### src/rtl/rom_addr_sequencer.sv
// ROM address sequencer: manual or rate-timed address stepping, load override,
// and registered capture of the returned ROM word with a valid pulse.
module rom_addr_sequencer #(
  parameter int ADDR_W = 2,
  parameter int DATA_W = 4,
  parameter int RATE   = 4
) (
  input  logic              clk_2,
  input  logic              reset_n,
  input  logic              start,
  input  logic              mode,
  input  logic              step,
  input  logic              dir,
  input  logic              load,
  input  logic [ADDR_W-1:0] load_addr,
  input  logic [DATA_W-1:0] rom_data,
  output logic [ADDR_W-1:0] address,
  output logic [DATA_W-1:0] data_q,
  output logic              data_valid,
  output logic              wrap,
  output logic              busy,
  output logic [7:0]        step_count
);

  typedef enum logic [1:0] {
    IDLE   = 2'd0,
    MANUAL = 2'd1,
    AUTO   = 2'd2
  } state_t;

  localparam int              CNT_W    = (RATE > 1) ? $clog2(RATE) : 1;
  localparam logic [CNT_W-1:0]  CNT_MAX  = CNT_W'(RATE - 1);
  localparam logic [ADDR_W-1:0] ADDR_MAX = {ADDR_W{1'b1}};

  state_t              state_q, state_d;
  logic                sync1_q, sync2_q, sync3_q;
  logic [CNT_W-1:0]    rate_cnt_q, rate_cnt_d;
  logic [ADDR_W-1:0]   addr_q, addr_d;
  logic                chg_q, chg_d;
  logic [DATA_W-1:0]   word_q, word_d;
  logic                valid_q, valid_d;
  logic                wrap_q, wrap_d;
  logic                busy_q, busy_d;
  logic [7:0]          count_q, count_d;
  logic                step_pulse_s;
  logic                adv_s;

  // State and datapath registers with synchronous active-low reset
  always_ff @(posedge clk_2) begin
    if (!reset_n) begin
      state_q    <= IDLE;
      sync1_q    <= 1'b0;
      sync2_q    <= 1'b0;
      sync3_q    <= 1'b0;
      rate_cnt_q <= '0;
      addr_q     <= '0;
      chg_q      <= 1'b0;
      word_q     <= '0;
      valid_q    <= 1'b0;
      wrap_q     <= 1'b0;
      busy_q     <= 1'b0;
      count_q    <= 8'd0;
    end else begin
      state_q    <= state_d;
      sync1_q    <= step;
      sync2_q    <= sync1_q;
      sync3_q    <= sync2_q;
      rate_cnt_q <= rate_cnt_d;
      addr_q     <= addr_d;
      chg_q      <= chg_d;
      word_q     <= word_d;
      valid_q    <= valid_d;
      wrap_q     <= wrap_d;
      busy_q     <= busy_d;
      count_q    <= count_d;
    end
  end

  // Next-state logic for the run FSM
  always_comb begin
    state_d = state_q;
    case (state_q)
      IDLE: begin
        if (start) state_d = mode ? AUTO : MANUAL;
        else       state_d = IDLE;
      end
      MANUAL: begin
        if (!start)    state_d = IDLE;
        else if (mode) state_d = AUTO;
        else           state_d = MANUAL;
      end
      AUTO: begin
        if (!start)     state_d = IDLE;
        else if (!mode) state_d = MANUAL;
        else            state_d = AUTO;
      end
      default: state_d = IDLE;
    endcase
  end

  // Advance decision, address arithmetic, rate counter and capture
  always_comb begin
    step_pulse_s = sync2_q & ~sync3_q;
    adv_s        = start & (((state_q == MANUAL) & step_pulse_s) |
                            ((state_q == AUTO) & (rate_cnt_q == CNT_MAX)));
    addr_d       = addr_q;
    rate_cnt_d   = '0;
    chg_d        = 1'b0;
    wrap_d       = 1'b0;
    count_d      = count_q;

    // Load wins over an advance in the same cycle and restarts the rate timer
    if (load) begin
      addr_d = load_addr;
      chg_d  = 1'b1;
    end else if (adv_s) begin
      chg_d = 1'b1;
      if (dir) begin
        addr_d = addr_q - ADDR_W'(1);
        wrap_d = (addr_q == '0);
      end else begin
        addr_d = addr_q + ADDR_W'(1);
        wrap_d = (addr_q == ADDR_MAX);
      end
      if (count_q != 8'hFF) count_d = count_q + 8'd1;
      else                  count_d = count_q;
    end else begin
      addr_d = addr_q;
    end

    if (!load && (state_q == AUTO) && (state_d == AUTO)) begin
      if (rate_cnt_q == CNT_MAX) rate_cnt_d = '0;
      else                       rate_cnt_d = rate_cnt_q + CNT_W'(1);
    end else begin
      rate_cnt_d = '0;
    end

    // rom_data reflects the address updated on the previous edge
    if (chg_q) word_d = rom_data;
    else       word_d = word_q;
    valid_d = chg_q;
    busy_d  = (state_d != IDLE);
  end

  assign address    = addr_q;
  assign data_q     = word_q;
  assign data_valid = valid_q;
  assign wrap       = wrap_q;
  assign busy       = busy_q;
  assign step_count = count_q;

endmodule

### config.mk
export PLATFORM = sky130hd
export DESIGN_NAME = rom_addr_sequencer
export DESIGN_NICKNAME = d
export VERILOG_FILES = /design/src/rtl/rom_addr_sequencer.sv
export SDC_FILE = /design/constraint.sdc
export NUM_CORES = 1
export LEC_CHECK = 0
export ABC_AREA = 1
export CAP_MARGIN = 15
export CORE_MARGIN = 5
export CORE_UTILIZATION = 45
export CTS_CLUSTER_SIZE = 28
export DETAILED_ROUTE_END_ITERATION = 16
export PLACE_DENSITY = 0.78
export SLEW_MARGIN = 0
export SYNTH_ARGS = -nofsm -noshare
export SYNTH_HDL_FRONTEND = slang
export SYNTH_SLANG_ARGS = --single-unit
### constraint.sdc
create_clock -name clk_2 -period 1.5 [get_ports clk_2]
set_clock_uncertainty 0.1 [all_clocks]
set_input_delay 0.3 -clock clk_2 [delete_from_list [all_inputs] [get_ports clk_2]]
set_output_delay 0.3 -clock clk_2 [all_outputs]
set_load 0.02 [all_outputs]
==> results of run 1 <==
==> where the power goes <==
group          internal [W]  leakage (nW)  switching [W]
registers          0.000685         0.205      0.0000108
logic             0.0000723         0.512      0.0000768
clock network     0.0000997        0.0177       0.000197
total              0.000857         0.735       0.000284
==> final cells by class <==
type	count	area (µm²)
inverter	22	82.6
multi-input combinational	110	498
clock buffer	3	22.5
timing repair buffer	40	342
sequential	25	503
clock inverter	1	5.00
tap	28	35.0
fill	218	767
==> cell families (layout without fill, tap and decap cells) <==
group	count (synthesis)	in the layout	share of synthesized area, %
AND/OR/NAND/NOR	94	94	36.3
buffers and inverters	24	66	8.44
adder cells (fa/ha/maj)	2	2	2.31
AO/OA/AOI/OAI	14	14	6.71
flip-flops	25	25	46.2
==> synth_stat cells, types with 2 or more instances <==
master,count
dfxtp_1,25
nand4_1,3
nand2_2,2
nand2_1,41
o21ai_0,8
ha_1,2
a21oi_1,5
nor2_1,35
nand3_1,10
inv_1,21
==> metrics by stage <==
step | std cells | util (%) | hold slack [ns] | power, W | worst slack [ns]
final | 229 | 66.0 | 0.332 | 0.00114 | 0.0610
after global routing | 229 | 66.0 | 0.364 | 0.00119 | -0.000869
after CTS | 229 | 66.1 | 0.343 | 0.00116 | 0.00238
after detailed placement | 225 | 65.7 | 0.319 | 0.000870 | -0.0842
after global placement | 225 | 65.7 | 0.301 | 0.000865 | -0.0362
after floorplan | 159 | - | 0.272 | 0.000777 | 0.0334
==> cells in the final DEF, fill, tap and decap left out, types with 2 or more instances in the layout <==
cell type and instances:
nand2_2 3, clkbuf_2 3, inv_1 21, nor2_2 2, clkbuf_4 3, ha_1 2
nand3_1 10, a21oi_1 5, dfxtp_1 23, nor2_1 33, nand2_1 40, nand4_1 3
clkdlybuf4s50_1 12, dfxtp_2 2, dlygate4sd2_1 13, buf_4 11, o21ai_0 8
==> state kept, by name, summed over array words and instances (netlist names) <==
register,count
address,2
busy,1
state_q,2
sync3_q,1
sync1_q,1
rate_cnt_q,2
sync2_q,1
wrap,1
chg_q,1
data_q,4
data_valid,1
step_count,8
==> final timing paths <==
| check | start | end | cells past startpoint |
|---|---|---|---|
| max reg2reg | step_count[0] | step_count[1] | 7 |
| min | sync2_q | sync3_q | 2 |
| max | step_count[2] | step_count[2] | 1 |
| min reg2reg | sync2_q | sync3_q | 2 |
==> routing by layer <==
layer  wire length [µm]  GRT usage, %  part of all wire [%]
met5                  0             0                     0
met4                 35          8.09                   1.5
met3                171          4.79                   7.1
met2               1190          25.9                    50
met1               1000          15.2                    42
==> timing repair <==
item,4_1_cts,5_1_grt
gates resized for setup,19,10
setup buffers,0,0
pin swaps,1,1
setup endpoints to repair,18,11
==> results.cfg, run 1 <==
[critical_path]
crit_arrival_ns = 1.04
path_cells = clkdlybuf4s15_1
r2r_slack_ns = 0.10
cp_slowest_cell = dfxtp_1
critical_path_class = reg -> out
critPathMaxFanout = 4
critPathTopFamily = flip-flops
max_stage_delay_ns = 0.40
crit_buf_inv = 1
critPathLaunchType = flop
cp.required_ns = 1.10
end_kind = output port

[logic_synthesis]
ys_ff_latch = 25
syn_avg_cell_area_um2 = 6.81
syn-instance-count = 159
synth_cell_types = 17
synth-main-ff-cell = dfxtp_1
synth-edff-count = 0
yosys_warnings = 0
yosysSeqAreaShare_pct = 46.2
synth_top_area_share_pct = 46.2
synthTopCellsByArea = dfxtp_1, nand2_1, nor2_1, inv_1, nand3_1
syn_nets = 174
synth.cell_area_um2 = 1080
synth-async-reset-ratio_pct = 0
yosysTopAreaCell = dfxtp_1

[sta]
hold_violations = 0
fin_crit_sh_pct = 95.9
setup_viol_count_final = 0
fmax_ghz = 0.695
setup_tns_ns = 0
min_period_ns = 1.44
tightest_slew_ns = 0.223
relSlewSlack_pct = 85.1
drv_slew = 0

[grt]
grt_max_degree = 15
antenna_found_initial = 0
grtUsageTotal_pct = 14.7
grt_pass1_vias = 1041
grt-ovfl-total = 0
grt_pass1_wl_um = 4020

[route]
drcViolationCount = 0
drtIter0Drc = 17
num_vias = 1087
vias_per_cell = 4.75
detail-route-antenna-nets = 0
finalWirelength_um = 2400
wl_per_cell_um = 10.5
firstDrtPassIters = 4

[floorplanning]
ios = 30
die_area_um2 = 3490
die_w_um = 59.0
core-area_um2 = 2250
rows = 17
die_y_um = 59.0
initial_core_util_pct = 48.0

[place]
hpwl_um = 1920
placed_area_um2 = 1480
portBuffers = 29
gp_congestion = 0.799

[finish]
area_growth_pct = 37.5
n_antenna_cell = 0
nets = 217
drive_gt1_share_pct = 13.9
stdcell_area_um2 = 1490

[cts]
clock_sinks = 25
holdBufCountCts = 0
clk_latency_ns = 0.31
clock_path_buffers = 2
cts-buffers-inserted = 3
cts_max_level = 1
cts_root_buf = clkbuf_4
cts_tree = built
cts.reportedPaths.clkPinSlew_ns = 0.14

[power_and_ir_drop]
vdd_ir_drop_max_mv = 0.597
p_leak_nw = 0.735
power.density_nw_per_um2 = 767

[hold_path]
hold_class = reg -> reg

[run]
drv_cap = 0

[run_status]
outcome = complete, no violations
No activity file was read; power rests on OpenSTA's default activity.
==> run 2, diff against run 1 <==
Settings changed: CORE_ASPECT_RATIO from default to 0.6, REMOVE_ABC_BUFFERS from default to 1.
==> run 2 against run 1 <==
Routed wire length rose by 3.5%. Flip-flop and latch count did not move. Register-to-register slack improved by 0.02 ns. Fmax fell by 0.29%. Core utilization rose by 2.4 points. Count of clock-buffer cells in the layout did not move. Via count fell by 1.1%. Critical path type unchanged. Largest cell class unchanged.
==> results.cfg, run 2 (synthesis gave the netlist of run 1 again) <==
[sta]
min_period_ns = 1.44
fmax_ghz = 0.693
relSlewSlack_pct = 85.1
setup_viol_count_final = 0
tightest_slew_ns = 0.225
fin_crit_sh_pct = 96.2
drv_slew = 0
hold_violations = 0
holdWs_ns = 0.325

[floorplanning]
initial_core_util_pct = 48.6
rows = 13
die_y_um = 48.0
die_w_um = 73.3
core-area_um2 = 2230
ios = 30
die_area_um2 = 3520

[critical_path]
crit_cells = 1
critical_path_class = reg -> out
cp.required_ns = 1.10
cp_slowest_cell = dfxtp_1
critPathMaxFanout = 5
max_stage_delay_ns = 0.41
critPathTopFamily = flip-flops
r2r_cells = 8
r2r_slack_ns = 0.12
path_cells = dlygate4sd2_1
crit_arrival_ns = 1.04
end_kind = output port
crit_buf_inv = 1
critPathLaunchType = flop

[route]
wl_per_cell_um = 10.7
finalWirelength_um = 2480
drtIter0Drc = 90
num_vias = 1075
vias_per_cell = 4.65
firstDrtPassIters = 4
detail-route-antenna-nets = 0
drcViolationCount = 0

[power_and_ir_drop]
switchingPower_w = 0.000298
seq_power_share_pct = 56.0
p_comb_share_pct = 12.0
power.density_nw_per_um2 = 815
p_leak_nw = 0.750
finalPower_w = 0.00124
vdd_ir_drop_max_mv = 0.670
internal_power_w = 0.000944
p_clk_share_pct = 32.1
switching_share_pct = 24.0

[finish]
n_antenna_cell = 0
layout_common_cells = nand2_1, nor2_1, dfxtp_1
instances_no_fill = 231
nets = 217
area_growth_pct = 40.8
n_fill_cell = 192
seqCellArea_um2 = 503
stdcell_area_um2 = 1520
drive_gt1_share_pct = 12.9
multi_input_area_um2 = 500
largest_reg_flops = 8
final_common_cell = nand2_1

[place]
dp.cells = 226
portBuffers = 29
placed_area_um2 = 1480
hpwl_um = 1870
gp_congestion = 0.850

[grt]
grt-ovfl-total = 0
grt_pass1_wl_um = 4000
antenna_found_initial = 0
grt_pass1_vias = 933
grtUsageTotal_pct = 15.1
grt_max_degree = 16

[hold_path]
hold_depth = 1
hold_class = reg -> reg

[cts]
cts_tree = built
cts.reportedPaths.clkPinSlew_ns = 0.08
holdBufCountCts = 0
clock_path_buffers = 2
clk_latency_ns = 0.27
cts_root_buf = clkbuf_8
cts-buffers-inserted = 3
cts_max_level = 1
clock_sinks = 25

[run_status]
outcome = complete, no violations

[run]
drv_cap = 0
## run 2: area by class of cell
cell class / instances / share of cell area, %
Clock inverter: 1 / 0.493
Timing Repair Buffer: 40 / 23.1
Sequential cell: 25 / 33.0
Clock buffer: 3 / 2.71
Multi-Input combinational cell: 110 / 32.8
Tap cell: 30 / 2.46
Inverter: 22 / 5.42
## run 2: power groups by stage
stage / Combinational (W) / Sequential [W] / Clock (W)
3_3_place_gp: 0.000156 / 0.000710 / 0
4_1_cts: 0.000150 / 0.000695 / 0.000408
5_1_grt: 0.000163 / 0.000698 / 0.000443
6_report: 0.000149 / 0.000695 / 0.000398
3_5_place_dp: 0.000158 / 0.000711 / 0
2_1_floorplan: 0.0000437 / 0.000728 / 0
## run 2: metal layers
| layer | share of wire (%) | global-route usage (%) | up-vias |
|---|---|---|---|
| met5 | 0 | 0 | - |
| met4 | 0.52 | 3.25 | 0 |
| met3 | 6.4 | 5.24 | 2 |
| met2 | 45 | 26.6 | 27 |
| met1 | 48 | 18.2 | 469 |
| li1 | - | - | 577 |
## run 2: worst paths after layout
check / from / endpoint
max: step_count[7] / step_count[7]
min: rate_cnt_q[0] / rate_cnt_q[0]
max reg2reg: step_count[1] / step_count[1]
min reg2reg: rate_cnt_q[0] / rate_cnt_q[0]
## run 2: stage by stage
step                setup TNS (ns)  worst slack (ns)  utilization [%]
floorplan                        0            0.0373                -
global placement            -0.130           -0.0443             66.3
detailed placement          -0.265           -0.0433             66.3
CTS                              0            0.0247             67.5
global route               -0.0520           -0.0271             68.4
finish                           0            0.0568             68.4
## run 2: what timing repair did
item / CTS / global route
setup buffers: 0 / 1
pin swaps: 0 / 3
endpoints found under the setup margin: 17 / 6
gates resized for setup: 17 / 6
